`src/rtl/common_reg_arbiter.sv`:
```
// common_reg_arbiter: shares the common register file (DR0-DR3, CR) between
// the core instruction sequencer (req 0) and the debug/load port (req 1).
// Each granted transfer runs IDLE -> RD (read capture) -> WR (write) -> ACK,
// giving an ack three cycles after the request is sampled in IDLE.
//
// Ports:
//   clk, rst          rising-edge clock, asynchronous active-high reset
//   req[1:0]          per-requester request level, held until ack
//   opN/srcN/dstN/immN  operation fields of requester N (latched at grant)
//                     op: 00 MOVE, 01 LOADI, 10 READ, 11 treated as READ
//   ack[1:0]          one-cycle completion pulse for the granted requester
//   rdata             value captured by a READ, held until the next READ
//   busy              high in RD, WR and ACK
//   addr_bus          [7:4] read select, [3:0] write select (registered)
//   data_bus_in       write data to the register file (registered)
//   data_bus_out      combinational read data from the register file
//
// Configuration: define COMMON_REG_ARB_RR_EN for round-robin arbitration;
// without it req 0 has fixed priority over req 1.
module common_reg_arbiter #(
  parameter int          DATA_WIDTH = 8,
  parameter logic [3:0]  IDLE_CODE  = 4'hF
) (
  input  logic                  clk,
  input  logic                  rst,
  input  logic [1:0]            req,
  input  logic [1:0]            op0,
  input  logic [1:0]            op1,
  input  logic [3:0]            src0,
  input  logic [3:0]            src1,
  input  logic [3:0]            dst0,
  input  logic [3:0]            dst1,
  input  logic [DATA_WIDTH-1:0] imm0,
  input  logic [DATA_WIDTH-1:0] imm1,
  output logic [1:0]            ack,
  output logic [DATA_WIDTH-1:0] rdata,
  output logic                  busy,
  output logic [DATA_WIDTH-1:0] addr_bus,
  output logic [DATA_WIDTH-1:0] data_bus_in,
  input  logic [DATA_WIDTH-1:0] data_bus_out
);

  localparam logic [1:0] OP_MOVE  = 2'b00;
  localparam logic [1:0] OP_LOADI = 2'b01;

  // Register codes: DR0..DR3 are 0..3, CR is 4; everything above is unmapped.
  localparam logic [3:0] REG_CR = 4'h4;

  typedef enum logic [1:0] {
    S_IDLE = 2'd0,
    S_RD   = 2'd1,
    S_WR   = 2'd2,
    S_ACK  = 2'd3
  } state_t;

  state_t                state;
  logic                  gnt;
  logic [1:0]            op_q;
  logic [3:0]            src_q;
  logic [3:0]            dst_q;
  logic [DATA_WIDTH-1:0] imm_q;
  logic [DATA_WIDTH-1:0] hold;

  // Winner of the current arbitration and its operation fields.
  logic                  win;
  logic [1:0]            sel_op;
  logic [3:0]            sel_src;
  logic [3:0]            sel_dst;
  logic [DATA_WIDTH-1:0] sel_imm;

  // Value captured at the end of RD; also becomes the WR-cycle write data.
  logic [DATA_WIDTH-1:0] capture_val;
  logic                  op_writes;

`ifdef COMMON_REG_ARB_RR_EN
  logic last_grant;

  always_comb begin
    win = 1'b0;
    if (req == 2'b11) win = ~last_grant;
    else              win = req[1];
  end
`else
  always_comb begin
    win = ~req[0];
  end
`endif

  always_comb begin
    sel_op  = win ? op1  : op0;
    sel_src = win ? src1 : src0;
    sel_dst = win ? dst1 : dst0;
    sel_imm = win ? imm1 : imm0;
  end

  // Unmapped source codes read as zero, same as the register file default.
  always_comb begin
    capture_val = '0;
    if (op_q == OP_LOADI)    capture_val = imm_q;
    else if (src_q <= REG_CR) capture_val = data_bus_out;
  end

  // MOVE and LOADI write; READ and the reserved code do not.
  assign op_writes = (op_q == OP_MOVE) || (op_q == OP_LOADI);

  assign busy = (state != S_IDLE);

  always_ff @(posedge clk or posedge rst) begin
    if (rst) begin
      state       <= S_IDLE;
      addr_bus    <= DATA_WIDTH'({IDLE_CODE, IDLE_CODE});
      data_bus_in <= '0;
      ack         <= '0;
      rdata       <= '0;
      gnt         <= 1'b0;
      op_q        <= OP_MOVE;
      src_q       <= IDLE_CODE;
      dst_q       <= IDLE_CODE;
      imm_q       <= '0;
      hold        <= '0;
`ifdef COMMON_REG_ARB_RR_EN
      last_grant  <= 1'b1;
`endif
    end else begin
      case (state)
        S_IDLE: begin
          ack <= '0;
          if (|req) begin
            gnt   <= win;
            op_q  <= sel_op;
            src_q <= sel_src;
            dst_q <= sel_dst;
            imm_q <= sel_imm;
            // The bus is registered, so the RD-cycle read select is set
            // here, on the edge that enters RD. LOADI never reads.
            if (sel_op == OP_LOADI)
              addr_bus <= DATA_WIDTH'({IDLE_CODE, IDLE_CODE});
            else
              addr_bus <= DATA_WIDTH'({sel_src, IDLE_CODE});
            data_bus_in <= '0;
            state       <= S_RD;
          end
        end

        S_RD: begin
          hold <= capture_val;
          // data_bus_in takes the same value as hold so the write data is
          // already on the bus for the whole WR cycle.
          if (op_writes) begin
            addr_bus    <= DATA_WIDTH'({IDLE_CODE, dst_q});
            data_bus_in <= capture_val;
          end else begin
            addr_bus    <= DATA_WIDTH'({IDLE_CODE, IDLE_CODE});
            data_bus_in <= '0;
          end
          state <= S_WR;
        end

        S_WR: begin
          // The register file writes on this edge; release the bus after it.
          addr_bus    <= DATA_WIDTH'({IDLE_CODE, IDLE_CODE});
          data_bus_in <= '0;
          if (!op_writes) rdata <= hold;
          ack   <= gnt ? 2'b10 : 2'b01;
          state <= S_ACK;
        end

        S_ACK: begin
          ack <= '0;
`ifdef COMMON_REG_ARB_RR_EN
          last_grant <= gnt;
`endif
          state <= S_IDLE;
        end

        default: begin
          state <= S_IDLE;
        end
      endcase
    end
  end

endmodule

```
`config.mk`:
```
export PLATFORM = sky130hd
export DESIGN_NAME = common_reg_arbiter
export DESIGN_NICKNAME = d
export VERILOG_FILES = /design/src/rtl/common_reg_arbiter.sv
export SDC_FILE = /design/constraint.sdc
export NUM_CORES = 1
export LEC_CHECK = 0
export ABC_AREA = 1
export BUFFER_PORTS_ARGS = -buffer_cell sky130_fd_sc_hd__buf_2
export CAP_MARGIN = 10
export CORE_ASPECT_RATIO = 0.9
export CORE_MARGIN = 5
export CORE_UTILIZATION = 55
export CTS_CLUSTER_DIAMETER = 200
export DETAILED_ROUTE_END_ITERATION = 10
export GPL_ROUTABILITY_DRIVEN = 1
export PLACE_DENSITY = 0.84
export SLEW_MARGIN = 10
export SYNTH_ARGS = -nofsm -noshare
export SYNTH_HDL_FRONTEND = slang
export SYNTH_SLANG_ARGS = --single-unit
```
`constraint.sdc`:
```
create_clock -name clk -period 2.1 [get_ports clk]
set_input_delay 0.105 -clock clk [delete_from_list [all_inputs] [get_ports clk]]
set_output_delay 0.105 -clock clk [all_outputs]
set_load 0.03 [all_outputs]
```
==> results of run 1 <==
-- placed cells by master (no fill, tap or decap) --
master and instances:
sky130_fd_sc_hd__nand3_1 17, sky130_fd_sc_hd__buf_2 74, sky130_fd_sc_hd__dfstp_2 16, sky130_fd_sc_hd__o31ai_1 1, sky130_fd_sc_hd__inv_1 13, sky130_fd_sc_hd__or2_1 1, sky130_fd_sc_hd__o21ai_0 10, sky130_fd_sc_hd__inv_2 8
sky130_fd_sc_hd__nor2_4 1, sky130_fd_sc_hd__dfrtp_1 39, sky130_fd_sc_hd__clkinv_4 2, sky130_fd_sc_hd__buf_4 3, sky130_fd_sc_hd__o21ai_1 28, sky130_fd_sc_hd__o21ai_2 1, sky130_fd_sc_hd__clkbuf_1 1, sky130_fd_sc_hd__nand2_2 2
sky130_fd_sc_hd__nand2_1 119, sky130_fd_sc_hd__ha_1 5, sky130_fd_sc_hd__a31oi_1 16, sky130_fd_sc_hd__dlygate4sd3_1 1, sky130_fd_sc_hd__nor2_1 21, sky130_fd_sc_hd__clkinv_1 6, sky130_fd_sc_hd__clkbuf_8 5
-- critical path, delay by kind of cell, from the launching register on --
family,cells,cell delay (ns)
buffers and inverters,2,0.18
AND/OR/NAND/NOR,5,0.76
flip-flops,1,0.39
adder cells (fa/ha/maj),1,0.42
-- final cells by class --
cell class / instances / area [µm²] / area share [%]
flip-flops and latches: 55 / 1400 / 45.4
multi-input cells: 222 / 1010 / 32.8
repair buffers: 78 / 403 / 13.1
inverters: 27 / 101 / 3.29
well taps: 62 / 77.6 / 2.52
clock buffers: 6 / 72.6 / 2.36
clock inverters: 2 / 17.5 / 0.569
-- routing by layer --
metal  up-vias  part of all wire [%]  GRT usage [%]
li1       1155                     -              -
met1      1003                    44           30.0
met2        94                    46           34.5
met3        14                   7.5           5.62
met4         0                   2.1           6.46
met5         -                     0              0
-- cells by family after synthesis --
group	synth area share (%)
simple gates	25.0
fa+ha+maj	2.44
compound gates	12.0
buf+inv	6.01
flops	54.5
-- flip-flops by register name (all words and copies together), names as in the netlist, 4 cells and up --
register / flops
addr_bus: 8
data_bus_in: 8
hold: 8
imm_q: 8
rdata: 8
dst_q: 4
src_q: 4
-- timing repair --
item / CTS / global route
hold buffers: 1 / 0
setup buffers: 0 / 0
endpoints found under the hold margin: 39 / 0
-- how the worst max path moves through the flow --
stage / startpoint / end / cells past startpoint
6_report: state[0]$_DFFE_PP0P_ / data_bus_in[4]$_DFFE_PP0P_ / 8
5_1_grt: state[0]$_DFFE_PP0P_ / data_bus_in[1]$_DFFE_PP0P_ / 8
4_1_cts: state[0]$_DFFE_PP0P_ / data_bus_in[4]$_DFFE_PP0P_ / 8
3_5_place_dp: state[0]$_DFFE_PP0P_ / data_bus_in[4]$_DFFE_PP0P_ / 8
3_3_place_gp: state[0]$_DFFE_PP0P_ / data_bus_in[7]$_DFFE_PP0P_ / 8
2_1_floorplan: state[0]$_DFFE_PP0P_ / data_bus_in[0]$_DFFE_PP0P_ / 8
-- stage by stage --
step	cells	hold WS, ns	util (%)
after floorplan	315	0.226	-
after global placement	443	0.316	66.3
after detailed placement	443	0.331	66.3
after CTS	452	0.00246	68.6
after global routing	452	0.00306	68.6
final	452	0.00297	68.6
-- power by group through the flow --
stage | clock (mW) | sequential (mW) | combinational [mW]
floorplan | 0 | 2.37 | 1.57
global placement | 0 | 1.99 | 2.55
detailed placement | 0 | 2.01 | 2.66
CTS | 0.598 | 1.99 | 2.67
global route | 0.641 | 2.04 | 3.01
finish | 0.585 | 1.99 | 2.66
==> qor.tcl, run 1 <==
set qor(outcome) {complete, no violations}
set qor(grt_pass1_wl_um) 10200
set qor(setup_viol) 0
set qor(p_int_mw) 2.72
set qor(worstReg2RegEnd) {data_bus_in[4]$_DFFE_PP0P_}
set qor(die_h_um) 74.7
set qor(grt_max_degree) 56
set qor(final_layout_size_suffix_gt1_share_pct) 28.7
set qor(holdPathEnd) {dst_q[2]$_DFFE_PP1P_}
set qor(startpoint_of_the_lowest_slack_register_to_register_path) {state[0]$_DFFE_PP0P_}
set qor(synth-seq-area-share_pct) 54.5
set qor(max_incr_delay_on_cp_ns) 0.42
set qor(p_leak_nw) 1.63
set qor(total_power_mw) 5.23
set qor(power.clock.fraction_pct) 11.2
set qor(ctsLongestPathBuffers) 2
set qor(worst_ep_arrival_time_ns) 2.05
set qor(setup.worst_path.start_class) {flip-flop}
set qor(hold_viol) 0
set qor(clock_latency_of_the_later_clocked_register_in_the_worst_skew_pair_ns) 0.31
set qor(core_area_um2) 4490
set qor(drt_iter0_markers) 144
set qor(syn_inst) 315
set qor(p_seq_share_pct) 38.0
set qor(cts_max_level) 2
set qor(postSynth.asyncResetShare_pct) 100
set qor(fin_crit_sh_pct) 85.5
set qor(die-width_um) 81.9
set qor(vias_in_the_first_global_route) 2285
set qor(syn_nets) 368
set qor(cts.sink_count) 55
set qor(finalCriticalPeriod_ns) 1.80
set qor(hold_path.class) {in2reg}
set qor(design.portCount) 75
set qor(syn_avg_cell_area_um2) 8.13
set qor(synth_largest_type_area_fraction_pct) 38.1
set qor(netSwitchingFraction_pct) 48.0
set qor(worst_path_cell_chain) {inv_1 > ha_1 > inv_2 > nand2_1 > nand2_2 > nor2_4 > nand3_1 > nand2_1}
set qor(relSlewSlack_pct) 55.2
set qor(rr_worst_depth) 8
set qor(synth-edff-count) 0
set qor(ys.warnings.count) 0
set qor(worst_hold_path.num_cells) 3
set qor(post_dp_cell_area_um2) 2980
set qor(worst_clock_skew_ns) 0.00400
set qor(cts_tree) {done}
set qor(post-route-cell-area_um2) 3080
set qor(cts_buffers) 5
set qor(antenna_cells) 0
set qor(cts_root_cell) {sky130_fd_sc_hd__clkbuf_8}
set qor(route.final.wire_length_um) 6080
set qor(power_switching_mw) 2.51
set qor(critical_path.most_common_cell) {sky130_fd_sc_hd__nand2_1}
set qor(antenna_found_initial) 0
set qor(std_cell_rows) 23
set qor(wl_per_cell_um) 13.4
set qor(cp_max_fo) 18
set qor(syn_area_um2) 2560
set qor(fillers) 389
set qor(maxClockFrequency_ghz) 0.557
set qor(launch_instance_of_the_worst_min_delay_path) {dst1[2]}
set qor(count_of_buffers_from_port_buffering) 74
set qor(preCtsSetupSlack_ns) 0.370
set qor(timing_worst_setup_path_type) {reg2reg}
set qor(route.detailed.vias_per_inst) 5.01
set qor(combinationalPowerShare_pct) 50.8
set qor(cp.required_ns) 2.35
set qor(postSynthRegisterBits) 55
set qor(setup_tns_ns) 0
set qor(setup_slack_ns) 0.304
set qor(ys_top_cells_by_area) {sky130_fd_sc_hd__dfrtp_1 (38%), sky130_fd_sc_hd__nand2_1 (17%), sky130_fd_sc_hd__dfstp_2 (16%)}
set qor(pwr_density_cell_nw_per_um2) 1700
set qor(synth_common_cells) {sky130_fd_sc_hd__nand2_1 (119), sky130_fd_sc_hd__dfrtp_1 (39), sky130_fd_sc_hd__o21ai_1 (28)}
set qor(gp_weighted_congestion) 0.819
set qor(regToRegSetupSlack_ns) 0.30
set qor(grt_use_total_pct) 21.8
set qor(ys_types) 20
set qor(detail_route.drc_violations) 0
set qor(yosys_most_used_dff) {sky130_fd_sc_hd__dfrtp_1}
set qor(number_of_gates_resized_after_cts) 0
set qor(clkTransAtPathRegs_ns) 0.10
set qor(drv.max_cap_violation_count) 0
set qor(initial_core_utilization_pct) 57.0
set qor(gr-total-overflow) 0
set qor(timing.critical_path.slowest_stage_cell) {sky130_fd_sc_hd__ha_1}
set qor(area_delta_synth_final_pct) 20.2
set qor(worst_ir_drop_vdd_v) 0.000836
set qor(worstMarginPinSlew_ns) 0.667
set qor(ant_nets) 0
set qor(synth.most_common_cell) {sky130_fd_sc_hd__nand2_1}
set qor(nature_of_the_critical_path_endpoint) {flip-flop}
set qor(detailed_place_hpwl_um) 4620
set qor(route.vias.total) 2266
set qor(nets) 442
set qor(design.die.area_um2) 6120
set qor(rsz0062_at_grt) {false}
set qor(drt_first_pass_iters) 4
set qor(max_slew_violation_total_from_the_final_report) 0
set qor(yosysTopAreaCell) {sky130_fd_sc_hd__dfrtp_1}
Power figures use the tool's default switching activity.
==> run 2: changes to the inputs <==
MAX_ROUTING_LAYER = met4   (was default)
==> run 2 against run 1 <==
Compared with the run above: the flow now finishes with violations (negative hold slack); via count fell by 0.22%; register-to-register slack barely moved; power rose by 0.26%; sequential power barely moved; maximum frequency rose by 0.17%; sequential share of layout area did not move; routed wire length rose by 0.76%; global-route usage rose by 0.69 points; clock power rose by 1%; largest cell class unchanged; largest power group unchanged.
==> qor.tcl, run 2 (same netlist as run 1, synthesis figures left out) <==
set qor(outcome) {finished with violations}
set qor(violations) {negative hold slack}
set qor(grt_pass1_wl_um) 10200 ;# +0.14%
set qor(route.final.wire_length_um) 6120 ;# +0.76%
set qor(rr_worst_depth) 8 ;# unchanged
set qor(p_int_mw) 2.72 ;# about the same
set qor(grt_use_total_pct) 22.5 ;# +0.69 points
set qor(drt_first_pass_iters) 5 ;# +1
set qor(p_leak_nw) 1.63 ;# unchanged
set qor(antenna_found_initial) 0 ;# unchanged
set qor(vias_in_the_first_global_route) 2287 ;# +0.088%
set qor(nets) 442 ;# unchanged
set qor(wl_per_cell_um) 13.5 ;# +0.76%
set qor(worst_ir_drop_vdd_v) 0.000836 ;# about the same
set qor(layout_common_cells) {sky130_fd_sc_hd__nand2_1 (119), sky130_fd_sc_hd__buf_2 (74), sky130_fd_sc_hd__dfrtp_1 (39)}
set qor(leading_cell_type_in_the_layout_fill_and_taps_excluded) {sky130_fd_sc_hd__nand2_1}
set qor(detail_route.drc_violations) 0 ;# unchanged
set qor(ctsLongestPathBuffers) 2 ;# unchanged
set qor(design.die.area_um2) 6120 ;# unchanged
set qor(grt.met3_usage_pct) 5.38 ;# -0.24 points
set qor(cp.required_ns) 2.35 ;# about the same
set qor(design.portCount) 75 ;# unchanged
set qor(area_delta_synth_final_pct) 20.2 ;# unchanged
set qor(worst_ep_arrival_time_ns) 2.05 ;# about the same
set qor(setup_viol) 0 ;# unchanged
set qor(clkTransAtPathRegs_ns) 0.10 ;# about the same
set qor(cts.sink_count) 55 ;# unchanged
set qor(rsz0062_at_grt) {false}
set qor(finalCriticalPeriod_ns) 1.79 ;# -0.00307 ns
set qor(gr-usage-met2_pct) 34.9 ;# +0.36 points
set qor(dp_cells) 443 ;# unchanged
set qor(timing_worst_setup_path_type) {reg2reg}
set qor(grt_max_degree) 56 ;# unchanged
set qor(detailed_place_hpwl_um) 4620 ;# unchanged
set qor(max_slew_violation_total_from_the_final_report) 0 ;# unchanged
set qor(drt_iter0_markers) 175 ;# +22%
set qor(fin_crit_sh_pct) 85.4 ;# -0.15 points
set qor(setup_tns_ns) 0 ;# unchanged
set qor(worst_hold_path.num_cells) 3 ;# unchanged
set qor(setup.worst_path.start) {state[0]$_DFFE_PP0P_}
set qor(die-width_um) 81.9 ;# unchanged
set qor(std_cell_rows) 23 ;# unchanged
set qor(postCtsHoldBufs) 1 ;# unchanged
set qor(netSwitchingFraction_pct) 48.1 ;# +0.13 points
set qor(antenna_cells) 0 ;# unchanged
set qor(worst_clock_skew_ns) 0.00585 ;# +0.00186 ns
set qor(hold_path.class) {in2reg}
set qor(die_h_um) 74.7 ;# unchanged
set qor(layoutNonFillerInstCount) 452 ;# unchanged
set qor(globalRouteMet1Util_pct) 29.8 ;# -0.16 points
set qor(power.clock.fraction_pct) 11.3 ;# about the same
set qor(count_of_buffers_from_port_buffering) 74 ;# unchanged
set qor(core_area_um2) 4490 ;# unchanged
set qor(cp_max_fo) 18 ;# unchanged
set qor(initial_core_utilization_pct) 57.0 ;# unchanged
set qor(cts_tree) {done}
set qor(launch_instance_of_the_worst_min_delay_path) {dst1[2]}
set qor(postCtsSetupBuffers) 0 ;# unchanged
set qor(setup.worst_path.start_class) {flip-flop}
set qor(final_layout_size_suffix_gt1_share_pct) 28.7 ;# unchanged
set qor(p_seq_share_pct) 37.9 ;# about the same
set qor(gp_weighted_congestion) 0.831 ;# +1.5%
set qor(ant_nets) 0 ;# unchanged
set qor(fillers) 389 ;# unchanged
set qor(gr-total-overflow) 0 ;# unchanged
set qor(cts_root_cell) {sky130_fd_sc_hd__clkbuf_8}
set qor(drv.max_cap_violation_count) 0 ;# unchanged
set qor(clock_latency_of_the_later_clocked_register_in_the_worst_skew_pair_ns) 0.31 ;# about the same
set qor(number_of_gates_resized_after_cts) 0 ;# unchanged
set qor(hold_viol) 1 ;# +1
set qor(grt_most_used_layer) {met2}
set qor(route.detailed.vias_per_inst) 5.00 ;# -0.22%
set qor(route.vias.total) 2261 ;# -0.22%
set qor(combinationalPowerShare_pct) 50.8 ;# about the same
set qor(power_switching_mw) 2.52 ;# +0.54%
set qor(nature_of_the_critical_path_endpoint) {flip-flop}
set qor(timing.critical_path.slowest_stage_cell) {sky130_fd_sc_hd__ha_1}
set qor(maxClockFrequency_ghz) 0.558 ;# +0.17%
set qor(cts_max_level) 2 ;# unchanged
set qor(worstMarginPinSlew_ns) 0.679 ;# +0.0115 ns
set qor(startpoint_of_the_lowest_slack_register_to_register_path) {state[0]$_DFFE_PP0P_}
set qor(pwr_density_cell_nw_per_um2) 1700 ;# +0.26%
set qor(relSlewSlack_pct) 54.8 ;# -0.47 points
set qor(hold_ws_ns) -0.000471 ;# -0.00345 ns
set qor(cts_buffers) 5 ;# unchanged
set qor(critical_path.most_common_cell) {sky130_fd_sc_hd__nand2_1}
set qor(worst_path_cell_chain) {inv_1 > ha_1 > inv_2 > nand2_1 > nand2_2 > nor2_4 > nand3_1 > nand2_1}
set qor(max_incr_delay_on_cp_ns) 0.42 ;# about the same
## run 2: cell counts in the layout (fill, tap and decap cells not counted)
No cell type changed its count.
## run 2: cell type report
class	instances	area, µm²	area share [%]
clock buffers	6	72.6	2.36
multi-input cells	222	1010	32.8
inverters	27	101	3.29
clock inverters	2	17.5	0.569
well taps	62	77.6	2.52
flip-flops and latches	55	1400	45.4
repair buffers	78	403	13.1
## run 2: power by group through the flow
| stage | Combinational [mW] | Sequential [mW] | Clock, mW |
|---|---|---|---|
| finish | 2.66 | 1.98 | 0.592 |
| global route | 3.01 | 2.04 | 0.641 |
| CTS | 2.67 | 1.99 | 0.598 |
| detailed placement | 2.66 | 2.01 | 0 |
| global placement | 2.55 | 1.99 | 0 |
| floorplan | 1.57 | 2.37 | 0 |
## run 2: routing by layer
metal | vias up | routed length (µm)
met4 | 0 | 116
met5 | - | 0
met1 | 994 | 2710
met3 | 13 | 456
li1 | 1155 | -
met2 | 99 | 2840
## run 2: final timing paths
check	endpoint	slack (ns)
worst max-delay path	data_bus_in[4]$_DFFE_PP0P_	0.31
worst min-delay path	dst_q[2]$_DFFE_PP1P_	-0.0005
worst max register to register	data_bus_in[4]$_DFFE_PP0P_	0.31
worst min register to register	addr_bus[0]$_DFFE_PP1P_	0.48
max in group asynchronous	data_bus_in[0]$_DFFE_PP0P_	1.14
min in group asynchronous	hold[1]$_DFFE_PP0P_	0.53
## run 2: through the flow
step	area [µm²]	setup WS [ns]	power [mW]	util [%]
floorplan	2560	0.571	3.94	-
detailed placement	2980	0.370	4.67	66.3
finish	3080	0.307	5.24	68.6
CTS	3080	0.318	5.26	68.6
global placement	2980	0.466	4.53	66.3
global route	3080	0.109	5.69	68.6
## run 2: critical path: cells and delay by family (launching register included)
kind | cells | cell delay (ns)
buffers and inverters | 2 | 0.18
DFF | 1 | 0.39
adders and majority gates | 1 | 0.42
and+or+nand+nor | 5 | 0.76
